$ cat src/rtl/count_sequencer.sv
// count_sequencer: start/stop/pause run controller driving a registered 0..limit step count (DOWN_COUNT_EN adds dir for down-counting)
module count_sequencer #(
  parameter int WIDTH = 4,
  parameter int DEFAULT_LIMIT = 10
) (
  input  logic             clock,
  input  logic             reset,
  input  logic             start,
  input  logic             stop,
  input  logic             pause,
  input  logic             mode,
  input  logic [WIDTH-1:0] limit,
`ifdef DOWN_COUNT_EN
  input  logic             dir,
`endif
  output logic [WIDTH-1:0] count,
  output logic             busy,
  output logic             done,
  output logic             wrap
);
  typedef enum logic [1:0] {IDLE, RUN, PAUSE} state_t;
  state_t state_q, state_d;
  logic [WIDTH-1:0] cnt_q, cnt_d, lim_q, lim_d, start_cnt, reload, step;
  logic mode_q, mode_d, busy_q, done_q, done_d, wrap_q, wrap_d, dir_q, term;
`ifdef DOWN_COUNT_EN
  always_ff @(posedge clock) dir_q <= reset ? 1'b0 : (state_q == IDLE && start) ? dir : dir_q;
  assign start_cnt = dir ? limit : '0;
`else
  assign dir_q = 1'b0;
  assign start_cnt = '0;
`endif
  assign term = dir_q ? cnt_q == '0 : cnt_q == lim_q;
  assign reload = dir_q ? lim_q : '0;
  assign step = dir_q ? cnt_q - 1'b1 : cnt_q + 1'b1;
  always_comb begin
    state_d = state_q;
    cnt_d = cnt_q;
    lim_d = lim_q;
    mode_d = mode_q;
    done_d = 1'b0;
    wrap_d = 1'b0;
    if (state_q == IDLE) begin
      if (start) begin
        state_d = RUN;
        lim_d = limit;
        mode_d = mode;
        cnt_d = start_cnt;
      end
    end else if (stop) begin
      state_d = IDLE;
      cnt_d = '0;
    end else if (state_q == PAUSE) begin
      state_d = pause ? PAUSE : RUN;
    end else if (pause) begin
      state_d = PAUSE;
    end else if (term && !mode_q) begin
      state_d = IDLE;
      done_d = 1'b1;
    end else if (term) begin
      cnt_d = reload;
      wrap_d = 1'b1;
    end else begin
      cnt_d = step;
    end
  end
  always_ff @(posedge clock) begin
    if (reset) begin
      state_q <= IDLE;
      cnt_q <= '0;
      lim_q <= WIDTH'(DEFAULT_LIMIT);
      mode_q <= 1'b0;
      busy_q <= 1'b0;
      done_q <= 1'b0;
      wrap_q <= 1'b0;
    end else begin
      state_q <= state_d;
      cnt_q <= cnt_d;
      lim_q <= lim_d;
      mode_q <= mode_d;
      busy_q <= state_d != IDLE;
      done_q <= done_d;
      wrap_q <= wrap_d;
    end
  end
  assign count = cnt_q;
  assign busy = busy_q;
  assign done = done_q;
  assign wrap = wrap_q;
endmodule

$ cat config.mk
export PLATFORM = sky130hd
export DESIGN_NAME = count_sequencer
export DESIGN_NICKNAME = d
export VERILOG_FILES = /design/src/rtl/count_sequencer.sv
export SDC_FILE = /design/constraint.sdc
export NUM_CORES = 1
export LEC_CHECK = 0
export ABC_AREA = 0
export CORE_MARGIN = 5
export CORE_UTILIZATION = 45
export CTS_BUF_LIST = sky130_fd_sc_hd__clkbuf_8
export DETAILED_ROUTE_END_ITERATION = 8
export PLACE_DENSITY = 0.74
export SYNTH_ARGS = -nofsm -noshare
export SYNTH_HDL_FRONTEND = slang
export SYNTH_SLANG_ARGS = --single-unit
export TNS_END_PERCENT = 1
$ cat constraint.sdc
create_clock -name clock -period 2.05 [get_ports clock]
set_input_delay 0.205 -clock clock [delete_from_list [all_inputs] [get_ports clock]]
set_output_delay 0.205 -clock clock [all_outputs]
set_load 0.02 [all_outputs]
* After elaboration in Yosys (flattened, before gate mapping)
Cells that the tools add are included.
** Cells by class
- Eq/ne operators :: 6
- Muxes and demuxes :: 16
- Add/subtract/negate cells :: 1
- Reductions and logical operators :: 8
** Operators by type and width (number)
- $mux W4 :: 7
- $mux W2 :: 7
- $ne A3 B3 Y1 const B :: 2
- $reduce_or A6 Y1 :: 1
- $reduce_or A5 Y1 :: 1
- $add A4 B1 Y4 const B :: 1
- $eq A4 B4 Y1 :: 1
- $reduce_and A4 Y1 :: 1
- $ne A3 B2 Y1 const B :: 1
- $eq A2 B2 Y1 const B :: 1
- $logic_not A2 Y1 :: 1
- $mux W1 :: 2
- $ne A2 B2 Y1 const B :: 1
- $reduce_and A2 Y1 :: 1
- $reduce_bool A2 Y1 :: 1
- $logic_and A1 B1 Y1 :: 1
- $logic_not A1 Y1 :: 1
** Storage, ports and cells
- Bits in registers :: 14
- Input bits :: 10
- Output and inout port bits :: 7
- Logic and storage cells :: 38

* Depth between registers and ports, before layout
- Word-level depth :: 8
- Mapped depth :: 6
- Depth with buffers taken out :: 5

* Worst setup path after synthesis
No wires, ideal clock.
- Kind :: register to register
- Start point :: register cnt_q[1], in the netlist count[1]
- End point :: register cnt_q[0], in the netlist count[0]
- Clock period less this slack :: 1636 ps
- Stages on the path, launching flop included :: 6
- Buffers on the path :: 0
- Path slack :: 414 ps
- Required time :: 1979 ps
- Arrival time :: 1566 ps
- Setup time :: 71 ps
- Cells stage by stage :: dfxtp_1 -> xor2_1 -> nor3_2 -> a31o_4 -> or3_1 -> a21oi_1
** Between the ends
- Longest elaborated chain between the ends :: 7
- Elaborated cells between the ends (all ways) :: 10
- Classes of those cells :: eq/ne: 2; mux: 6; reduce/logical: 2
** RTL lines
- start, declared :: RTL line 23 : logic [WIDTH-1:0] cnt_q, cnt_d, lim_q, lim_d, start_cnt, reload, step;
- start signal, assigned :: RTL line 77 : cnt_q <= cnt_d;
- $eq A4 B4 Y1 * :: RTL line 32 : assign term = dir_q ? cnt_q == '0 : cnt_q == lim_q;
- $mux W4 :: RTL line 59 : end else if (term) begin
- $mux W4 :: RTL line 56 : end else if (term && !mode_q) begin
- $mux W4 :: RTL line 54 : end else if (pause) begin
- $mux W4 :: RTL line 52 : end else if (state_q == PAUSE) begin
- $mux W4 :: RTL line 49 : end else if (stop) begin
- $mux W4 :: RTL line 42 : if (state_q == IDLE) begin
Mark *: on every way between the ends. The rest lies on a longest branch, timed or not. The select of a mux whose other input is x is not followed.
A chain may end at the register's enable or synchronous reset.

* Final worst setup path
- Start point :: register state_q[0]
- End point :: register cnt_q[0], in the netlist count[0]
** Between the ends
- Longest elaborated chain between the ends :: 3
- Elaborated cells between the ends (all ways) :: 8
- Classes of those cells :: eq/ne: 5; mux: 1; reduce/logical: 2
** RTL lines
- start, declared :: RTL line 22 : state_t state_q, state_d;
- start signal, assigned :: RTL line 76 : state_q <= state_d;
- $eq A2 B2 Y1 or $logic_not A2 Y1 (tied branches) :: RTL line 52, 42
- $ne A3 B3 Y1 (no line), or another cell as far along
- $reduce_and A4 Y1 (no line)
Parallel ways exist; a longest one is shown, timed or not.

==> out/summary.txt <==
PortBufs = 16
Syn nets = 83
Worst-path clk slew = 0.06 ns
Detailed Routing Iterations Pass 1 = 4
Fmax = 0.5951 GHz
Final setup viols = 0
Via-per-instance ratio = 5.500
Max Root-Sink Buffers = 2
Number of global-route vias before repair = 615
Hold Path End = wrap
Register area share after synthesis = 40.36%
Crit path launch type = flip-flop
Max Clock Skew = 0.004498 ns
Die width = 49.28 microns
Hold_sp = mode_q
Total Power = 0.6639 mW
Area growth syn-to-layout = 34.41%
Largest area contributor in the netlist = dfxtp_1
Hold_ws = 0.5247 ns
Clk_lat worst skew = 0.25 ns
CP required = 2.24 ns
Crit-path slowest cell = dfxtp_1
GPL Wtd Cong = 0.8034
Final period util = 81.97%
Drt wl/cell = 12.87 microns
Max cap viols = 0
Initial antenna violation count = 0
Total global-route track usage = 13.45%
Synth area leaders = dfxtp_1 40%, nor2_1 5.9%, mux2i_1 5.8%
Post-synthesis instance total = 72
# IOs = 17
Largest stage delay, worst path = 0.52 ns
Die ar. = 2429 sq um
Die height = 49.28 microns
N_diodes = 0
LEAKAGE = 0.3742 nW
Global-route wire length before repair = 2566 microns
Root Driver = clkbuf_8
CP cell instances = mux2i_1 -> o32ai_2 -> a31o_4 -> or3_1 -> a21oi_1
Detail Route Antenna Nets = 0
Worst VDD drop = 0.4483 mV
Setup Crit Path Kind = flip-flop to flip-flop
Syn_area_per_cell = 9.645 sq um
Post-synth cell types = 31
Crit path DAT = 1.87 ns
Hold Vio Cnt, Final = 0
Starting Density = 46.64%
Slew HR = 64.38%
Vias = 594
Synth Cell Area = 694.4 sq um
Worst-path fanout max = 10
Fin. max-slew vios = 0
FF-to-FF setup slack = 0.37 ns
CTS Buf Count = 3
Cells on Worst Hold Path = 1
Fin Setup TNS = 0 ns
YS warnings = 0
Synthesized flop and latch total = 14
CP Capture Type = flip-flop
Post-CTS setup buffer count = 0
Path depth of the worst reg2reg path = 5
Hold Buf Count CTS = 0
Core ar. = 1489 sq um
Share of layout cells above drive strength 1 = 13.04%
HP Class = flip-flop to flip-flop
Worst R2R Start = state_q[0]
Fin crit period = 1.680 ns
Nets = 104
FP Rows = 14
H-tree Lvls = 1
Share of the synthesized area in the top cell type = 40.36%
Pin count of the biggest net entering global routing = 13
GR Overflow Total = 0
Post-CTS Resized = 0
Residual DRC = 0
Reg2reg end = count[0]
TritonCTS clock tree = yes
Status = finished, final reports clean
DRT iter0 DRCs = 7
WL final = 1390 microns
Dpl hpwl = 1043 microns
Clock sink count = 14
Actual slew at the worst max-slew pin = 0.5274 ns
RSZ-0062 raised after global routing = false
Cell Pwr Density = 711.3 nW/um^2
critical path: cells and delay by family (launching register included):
family          cells  cell delay (ns)
simple gates        1             0.35
compound gates      3             0.50
flops               1             0.52
mux                 1             0.26
cell usage after synthesis, drive strengths merged:
cell,count
dfxtp,14
nor2,11
a21oi,6
mux2i,4
xor2,4
nand2,3
nand4b,3
o21ai,3
a211o,2
and3,2
nor2b,2
a211oi,1
a21boi,1
a311oi,1
a31o,1
a31oi,1
and2,1
and4b,1
buf,1
clkbuf,1
ha,1
nand3,1
nor3,1
nor3b,1
o21ba,1
o21bai,1
o32ai,1
o41ai,1
or3,1
cell usage in the layout (no fill, tap or decap), types with 2 or more instances in the layout:
cell | Yosys | layout
a21oi_1 | 6 | 6
xor2_1 | 3 | 3
nor2_1 | 11 | 11
nand4b_1 | 3 | 3
mux2i_1 | 4 | 4
nor2b_1 | 2 | 2
clkdlybuf4s50_1 | 0 | 16
nand2_1 | 3 | 3
clkbuf_8 | 0 | 4
a211o_1 | 2 | 2
buf_4 | 1 | 2
dfxtp_1 | 14 | 14
o21ai_1 | 3 | 3
area by class of cell:
cell class | instances | area [sq um]
clock buffer | 4 | 55.05
fill | 143 | 555.5
multi-input combinational | 56 | 402.9
sequential | 14 | 280.3
tap | 16 | 20.02
timing repair buffer | 18 | 175.2
metrics by stage:
step | worst slack, ns | utilization, % | cells | area, sq um
2_1_floorplan | 0.4136 | - | 72 | 694.4
3_3_place_gp | 0.2848 | 58.99 | 104 | 878.3
3_5_place_dp | 0.2841 | 58.99 | 104 | 878.3
4_1_cts | 0.3793 | 62.69 | 108 | 933.4
5_1_grt | 0.2628 | 62.69 | 108 | 933.4
6_report | 0.3695 | 62.69 | 108 | 933.4
flip-flops by register name, indices dropped and copies added, names as in the netlist:
register,flops
busy,1
count,4
done,1
lim_q,4
mode_q,1
state_q,2
wrap,1
routing by layer:
layer	up-vias	global-route usage [%]	wire length, microns
li1	305	-	-
met1	270	15.16	621
met2	16	22.10	657
met3	3	3.670	81
met4	0	8.072	29
met5	-	0	0
cells by family (layout without fill, tap and decap cells):
kind of cell / after synthesis / after routing / synth area share, %
compound gates: 20 / 20 / 21.99
xor+xnor: 4 / 4 / 6.127
fa+ha+maj: 1 / 1 / 1.802
buf+inv: 2 / 22 / 1.622
flops: 14 / 14 / 40.36
mux: 4 / 4 / 5.766
simple gates: 27 / 27 / 22.34
power breakdown:
| group | leakage (nW) | switching (mW) | total, mW | internal (mW) |
|---|---|---|---|---|
| registers | 0.114 | 0.0117 | 0.295 | 0.284 |
| clock network | 0.0288 | 0.101 | 0.271 | 0.170 |
| logic | 0.231 | 0.0460 | 0.0973 | 0.0513 |
| total | 0.374 | 0.158 | 0.664 | 0.505 |
how the worst max path moves through the flow:
stage / startpoint / to / slack (ns) / cells after the start
after detailed placement: pause / count[0] / 0.28 / 6
after CTS: state_q[0] / count[0] / 0.38 / 5
final: state_q[0] / count[0] / 0.37 / 5
after global routing: state_q[0] / count[0] / 0.26 / 5
after floorplan: count[1] / count[0] / 0.41 / 5
after global placement: stop / count[0] / 0.28 / 5
No activity file was read; power rests on OpenSTA's default activity.
